<file path="src/rtl/alarm_ctrl.sv">
// Alarm comparator and ring/snooze/stop state machine timed by the 1 Hz tick.
// Optional ALARM_BEEP_PATTERN_EN: 1 s on / 1 s off buzzer pattern while ringing.
module alarm_ctrl #(
  parameter int SNOOZE_SEC = 540,
  parameter int RING_SEC   = 60,
  parameter int MAX_SNOOZE = 3
) (
  input  logic       clk,
  input  logic       resetn,
  input  logic       sec_tick,
  input  logic       alarm_en,
  input  logic       editing,
  input  logic [3:0] time_hT,
  input  logic [3:0] time_hU,
  input  logic [3:0] time_mT,
  input  logic [3:0] time_mU,
  input  logic [3:0] alm_hT,
  input  logic [3:0] alm_hU,
  input  logic [3:0] alm_mT,
  input  logic [3:0] alm_mU,
  input  logic       snooze_btn,
  input  logic       stop_btn,
  output logic       buzz,
  output logic       ringing,
  output logic       snoozing,
  output logic [3:0] snooze_cnt,
  output logic [1:0] fsm_state
);

  localparam int MAX_SEC = (SNOOZE_SEC > RING_SEC) ? SNOOZE_SEC : RING_SEC;
  localparam int CW      = (MAX_SEC > 1) ? $clog2(MAX_SEC) : 1;

  typedef enum logic [1:0] {
    DISARMED = 2'd0,
    ARMED    = 2'd1,
    RINGING  = 2'd2,
    SNOOZE   = 2'd3
  } state_t;

  state_t        state, state_nx;
  logic [CW-1:0] sec_cnt, sec_cnt_nx;
  logic [3:0]    snooze_cnt_nx;
  logic          match, match_q, trigger;

  assign match = (time_hT == alm_hT) && (time_hU == alm_hU) &&
                 (time_mT == alm_mT) && (time_mU == alm_mU) && !editing;
  // Rising edge of match: one trigger per matching minute.
  assign trigger = match && !match_q;

  assign fsm_state = state;

  always_comb begin
    state_nx      = state;
    sec_cnt_nx    = sec_cnt;
    snooze_cnt_nx = snooze_cnt;
    if (!alarm_en) begin
      state_nx      = DISARMED;
      sec_cnt_nx    = '0;
      snooze_cnt_nx = '0;
    end else begin
      case (state)
        DISARMED: state_nx = ARMED;
        ARMED: begin
          if (trigger) begin
            state_nx      = RINGING;
            sec_cnt_nx    = '0;
            snooze_cnt_nx = '0;
          end
        end
        RINGING: begin
          // A button press always consumes a coincident tick.
          if (stop_btn) begin
            state_nx      = ARMED;
            sec_cnt_nx    = '0;
            snooze_cnt_nx = '0;
          end else if (snooze_btn) begin
            if (snooze_cnt < 4'(MAX_SNOOZE)) begin
              state_nx      = SNOOZE;
              sec_cnt_nx    = '0;
              snooze_cnt_nx = snooze_cnt + 4'd1;
            end
          end else if (sec_tick) begin
            if (sec_cnt == CW'(RING_SEC - 1)) begin
              state_nx      = ARMED;
              sec_cnt_nx    = '0;
              snooze_cnt_nx = '0;
            end else begin
              sec_cnt_nx = sec_cnt + 1'b1;
            end
          end
        end
        SNOOZE: begin
          if (stop_btn) begin
            state_nx      = ARMED;
            sec_cnt_nx    = '0;
            snooze_cnt_nx = '0;
          end else if (!snooze_btn && sec_tick) begin
            if (sec_cnt == CW'(SNOOZE_SEC - 1)) begin
              state_nx   = RINGING;
              sec_cnt_nx = '0;
            end else begin
              sec_cnt_nx = sec_cnt + 1'b1;
            end
          end
        end
        default: begin
          state_nx      = DISARMED;
          sec_cnt_nx    = '0;
          snooze_cnt_nx = '0;
        end
      endcase
    end
  end

  always_ff @(posedge clk) begin
    if (!resetn) begin
      state      <= DISARMED;
      sec_cnt    <= '0;
      snooze_cnt <= '0;
      match_q    <= 1'b1;
      ringing    <= 1'b0;
      snoozing   <= 1'b0;
    end else begin
      state      <= state_nx;
      sec_cnt    <= sec_cnt_nx;
      snooze_cnt <= snooze_cnt_nx;
      match_q    <= match;
      ringing    <= (state_nx == RINGING);
      snoozing   <= (state_nx == SNOOZE);
    end
  end

`ifdef ALARM_BEEP_PATTERN_EN
  logic beep_phase;

  always_ff @(posedge clk) begin
    if (!resetn) begin
      beep_phase <= 1'b0;
    end else if (state_nx == RINGING && state != RINGING) begin
      beep_phase <= 1'b1;
    end else if (state == RINGING && sec_tick) begin
      beep_phase <= !beep_phase;
    end
  end

  assign buzz = ringing && beep_phase;
`else
  assign buzz = ringing;
`endif

endmodule

</file>
<file path="config.mk">
export PLATFORM = sky130hd
export DESIGN_NAME = alarm_ctrl
export DESIGN_NICKNAME = d
export VERILOG_FILES = /design/src/rtl/alarm_ctrl.sv
export SDC_FILE = /design/constraint.sdc
export NUM_CORES = 1
export LEC_CHECK = 0
export ABC_AREA = 1
export BUFFER_PORTS_ARGS = -buffer_cell sky130_fd_sc_hd__buf_2
export CAP_MARGIN = 15
export CELL_PAD_IN_SITES_DETAIL_PLACEMENT = 0
export CELL_PAD_IN_SITES_GLOBAL_PLACEMENT = 1
export CORE_UTILIZATION = 33
export CTS_CLUSTER_SIZE = 14
export DETAILED_ROUTE_END_ITERATION = 8
export PLACE_DENSITY_LB_ADDON = 0.1
export SLEW_MARGIN = 20
export SYNTH_ARGS = -nofsm -noshare
export SYNTH_HDL_FRONTEND = slang
export SYNTH_SLANG_ARGS = --single-unit
</file>
<file path="constraint.sdc">
create_clock -name clk -period 2.3 [get_ports clk]
set_clock_uncertainty 0.15 [all_clocks]
set_input_delay 0.115 -clock clk [delete_from_list [all_inputs] [get_ports clk]]
set_output_delay 0.115 -clock clk [all_outputs]
set_load 0.005 [all_outputs]
</file>
### After elaboration in Yosys (flattened, before gate mapping)

Cells that the tools add are included.

* add/subtract/negate cells: 2
* multiply operators: 0
* div/mod/pow operators: 0
* magnitude comparators: 1
* equality and inequality tests: 17
* shift operators: 0
* mux-type cells: 29
* bitwise logic cells: 0
* reductions and logical operators: 14

Operators with widths (count)
* $mux W10: 9
* $pmux W10 S3: 1
* $mux W4: 7
* $mux W2: 10
* $eq A4 B4 Y1: 4
* $ne A4 B4 Y1 const B: 3
* $pmux W4 S3: 1
* $add A10 B1 Y10 const B: 1
* $eq A10 B10 Y1 const B: 1
* $eq A10 B6 Y1 const B: 1
* $eq A2 B2 Y1 const B: 4
* $pmux W2 S4: 1
* $logic_and A1 B1 Y1: 6
* $reduce_and A6 Y1: 1
* $reduce_and A5 Y1: 1
* $add A4 B1 Y4 const B: 1
* $lt A4 B2 Y1 const B: 1
* $ne A2 B2 Y1 const B: 2
* $logic_not A1 Y1: 3
* $ne A3 B3 Y1 const B: 1
* $reduce_bool A3 Y1: 1
* $eq A2 B1 Y1 const B: 1
* $logic_not A2 Y1: 1
* $reduce_and A2 Y1: 1

* register bits: 19
* bits in latches: 0
* memory bits (writable): 0
* ROM bits: 0
* bits of input ports: 39
* output and inout port bits: 9
* logic and storage cells: 69
* memories: 0

### Longest topological paths before layout

* word-level depth: 10
* gate-level depth with buffers: 13
* gate-level depth less buffers: 12

### Least setup slack after synthesis

Ideal clock, no wire load.

* path type: register to register
* start point: register sec_cnt[0]
* end point: register snooze_cnt[0]
* setup time: 0.132 ns
* arrival: 1.368 ns
* data required time: 2.018 ns
* path slack: 0.649 ns
* stages on the path, launching flop included: 10
* buffers on the path: 0
* clock period less this slack: 1.651 ns
* path through: dfxtp_1 ha_1 nand3_1 nor2_2 nand3_1 nand2_1 nor3b_2 nand3_1 nand2_1 a21oi_1

* word-level cells in the longest chain between the ends: 3

Ends and longest elaborated chain
* start: declaration: RTL line 41 `logic [CW-1:0] sec_cnt, sec_cnt_nx;`
* start signal: assignment: RTL line 125 `sec_cnt <= sec_cnt_nx;`
* $eq A10 B6 Y1: RTL line 83 `if (sec_cnt == CW'(RING_SEC - 1)) begin`
* $ne A4 B4 Y1 (no source line)
* $reduce_and A6 Y1 (no source line)
* end signal: assignment: RTL line 126 `snooze_cnt <= snooze_cnt_nx;`
* end: declaration: RTL line 26 `output logic [3:0] snooze_cnt,`

Every way passes these cells.
A chain may end at the register's enable or synchronous reset.

### Worst setup path in the final report

Ends and elaborated chain as after synthesis.

==> run summary <==
Final Hold Vio Count -> 0
Pleak -> 0.9493 nW
Netlist cell types -> 28
Initial antenna violation count -> 0
Gpl congestion -> 0.8032
Post-DP HPWL -> 2.877 mm
Synth async-reset ratio -> 0%
Ports -> 48
Multi-input logic area -> 879.6 um^2
Vias in the first global route -> 1391
Commonest cells in the netlist -> 69 x nand2_1, 42 x inv_1, 41 x nor2_1, 19 x dfxtp_1, 17 x nand3_1
Share of cells above drive strength 1 -> 21.81%
Core ar. -> 4115 um^2
Status -> finished, final reports clean
Achievable Freq -> 542.6 MHz
CTS sink count -> 19
Worst setup margin -> 457.0 ps
TNS Setup -> 0 ps
Post-synth top area share -> 26.01%
WHS -> 80.96 ps
Reg area -> 380.4 um^2
Pwr per Cell Area -> 392.4 nW/um^2
Final WL -> 3.489 mm
Pin count of the biggest net entering global routing -> 14
Worst path cell trace -> ha_1 -> nand3_1 -> nor2_2 -> nand3_1 -> nand2_1 -> nor3b_2 -> nand3_1 -> nand2_1 -> a21oi_1
RSZ-0062 raised after global routing -> false
Max VDD drop -> 0.0002511 V
Final #Nets -> 340
Critical path's slowest cell -> dfxtp_1
Clock transition at the registers of the reported paths -> 80 ps
Die width -> 68.58 um
Critical path endpoint category -> flip-flop
Peak fanout along the critical path -> 4
Worst Setup Start Kind -> flip-flop
Fin crit period -> 1843 ps
TritonCTS Buffers -> 3
Initial DRC Count -> 57
Mapped Avg Cell Area -> 5.898 um^2
First-pass GRT wire length -> 5.851 mm
Die height -> 68.58 um
Setup-failing EPs final -> 0
Count leader, synth -> nand2_1
Post-DR vias/cell -> 4.543
Worst Reg2Reg Path Length in Cells -> 9
Pre-CTS setup slack -> 453.2 ps
Gr usage total -> 16.36%
Drt wl/cell -> 10.03 um
Root Buffer -> clkbuf_8
Core Rows -> 23
Post-Layout Cell Count -> 348
Fillers -> 490
H-tree depth -> 1
Drt drc -> 0
Register bit total from synthesis -> 19
Placed Area -> 1734 um^2
Area of the mapped netlist -> 1463 um^2
Max incr delay on CP -> 380 ps
Top cells by area, synth -> dfxtp_1 26%, nand2_1 18%, inv_1 11%
Top_reg_cell synth -> dfxtp_1
Post-synth net total -> 289
Resize count post-CTS -> 0
DRT Pass-1 Iters -> 4
Register area share after synthesis -> 26.01%
Crit path kind -> reg2reg
Routed vias -> 1581
WHS Path Cells -> 4
Die ar. -> 4703 um^2
Number of synthesized flops with an enable pin -> 0
Number of synthesis warnings -> 0
Worst min path class -> in2reg
Post-Syn Instances -> 248
Worst EP required -> 2290 ps
Diode count -> 0
Final Core Density -> 43.75%
TritonCTS clock tree -> built
Initial Utilization -> 35.54%
Worst EP arrival -> 1830 ps
Remaining global-route overflow -> 0
Area Growth Syn to Fin -> 23.10%
Critical path's most frequent cell -> nand3_1
Cell area after layout -> 1800 um^2
PortBufs -> 47
Max Buffers Root-to-Sink -> 2
Fin. max-slew vios -> 0
Worst Tran Pin Value -> 412.5 ps
Tot Pwr -> 0.7065 mW
Max cap viols -> 0
R2R Setup Slk -> 460 ps
Area leader, netlist -> dfxtp_1
Final period util -> 80.13%
Routed Antenna Nets -> 0
Later-pin clock latency in the skew report -> 260 ps
Inst Count DP -> 342
Slew margin rel. -> 72.44%
==> final cells by class <==
type | instances | share of cell area (%)
Multi-Input combinational cell | 181 | 48.85
Sequential cell | 19 | 21.13
Timing Repair Buffer | 51 | 15.01
Inverter | 43 | 8.965
Tap cell | 50 | 3.475
Clock buffer | 3 | 2.293
Clock inverter | 1 | 0.2780
==> per-layer routing <==
| metal | share of wire, % | track usage (%) |
|---|---|---|
| met5 | 0 | 0 |
| met3 | 4.2 | 2.632 |
| met2 | 47 | 28.55 |
| met4 | 0.34 | 3.385 |
| met1 | 49 | 21.01 |
==> registers in the layout (all words and copies together), names as in the netlist <==
register / cells
match_q: 1
snooze_cnt: 4
buzz: 1
snoozing: 1
fsm_state: 2
sec_cnt: 10
==> power breakdown <==
| group | internal, mW | switching (mW) | leakage [nW] | total, mW |
|---|---|---|---|---|
| Combinational | 0.0598 | 0.0700 | 0.770 | 0.130 |
| Clock | 0.121 | 0.119 | 0.0255 | 0.240 |
| Sequential | 0.333 | 0.00382 | 0.154 | 0.337 |
==> repair_timing <==
item	CTS	global route
hold endpoints to repair	4	0
hold buffers	2	0
setup buffers	0	0
==> critical path: cells and delay by family, from the launching register on <==
kind | cells | cell delay [ps]
and+or+nand+nor | 7 | 910
DFF | 1 | 380
adders and majority gates | 1 | 220
AOI/OAI and AO/OA | 1 | 60
==> logic make-up (layout without fill, tap and decap cells) <==
| group | Yosys count | count (layout) | synth area share [%] |
|---|---|---|---|
| adder cells (fa/ha/maj) | 2 | 2 | 1.711 |
| buffers and inverters | 48 | 98 | 13.86 |
| flip-flops | 19 | 19 | 26.00 |
| AND/OR/NAND/NOR | 152 | 152 | 46.45 |
| AO/OA/AOI/OAI | 19 | 19 | 7.186 |
| XOR/XNOR | 8 | 8 | 4.791 |
==> worst paths after layout <==
kind,startpoint,to
worst min register to register,snooze_cnt[3],snooze_cnt[3]
worst max register to register,sec_cnt[0],snooze_cnt[0]
worst max-delay path,sec_cnt[0],snooze_cnt[0]
worst min-delay path,stop_btn,snooze_cnt[0]
==> placed cells by master (no fill, tap or decap), types with 2 or more instances in the layout <==
master / synthesis / routed
nand2_1: 69 / 69
buf_2: 0 / 47
inv_1: 42 / 42
nor2_1: 41 / 41
dfxtp_1: 19 / 19
nand3_1: 17 / 17
nand4_1: 11 / 11
a21oi_1: 11 / 11
xnor2_1: 5 / 5
o21ai_0: 5 / 5
nor2_2: 4 / 4
xor2_1: 3 / 3
clkbuf_8: 0 / 3
nand2_2: 2 / 2
ha_1: 2 / 2
dlygate4sd3_1: 0 / 2
buf_4: 2 / 2
Note: power is estimated with default switching activity, not from simulation.
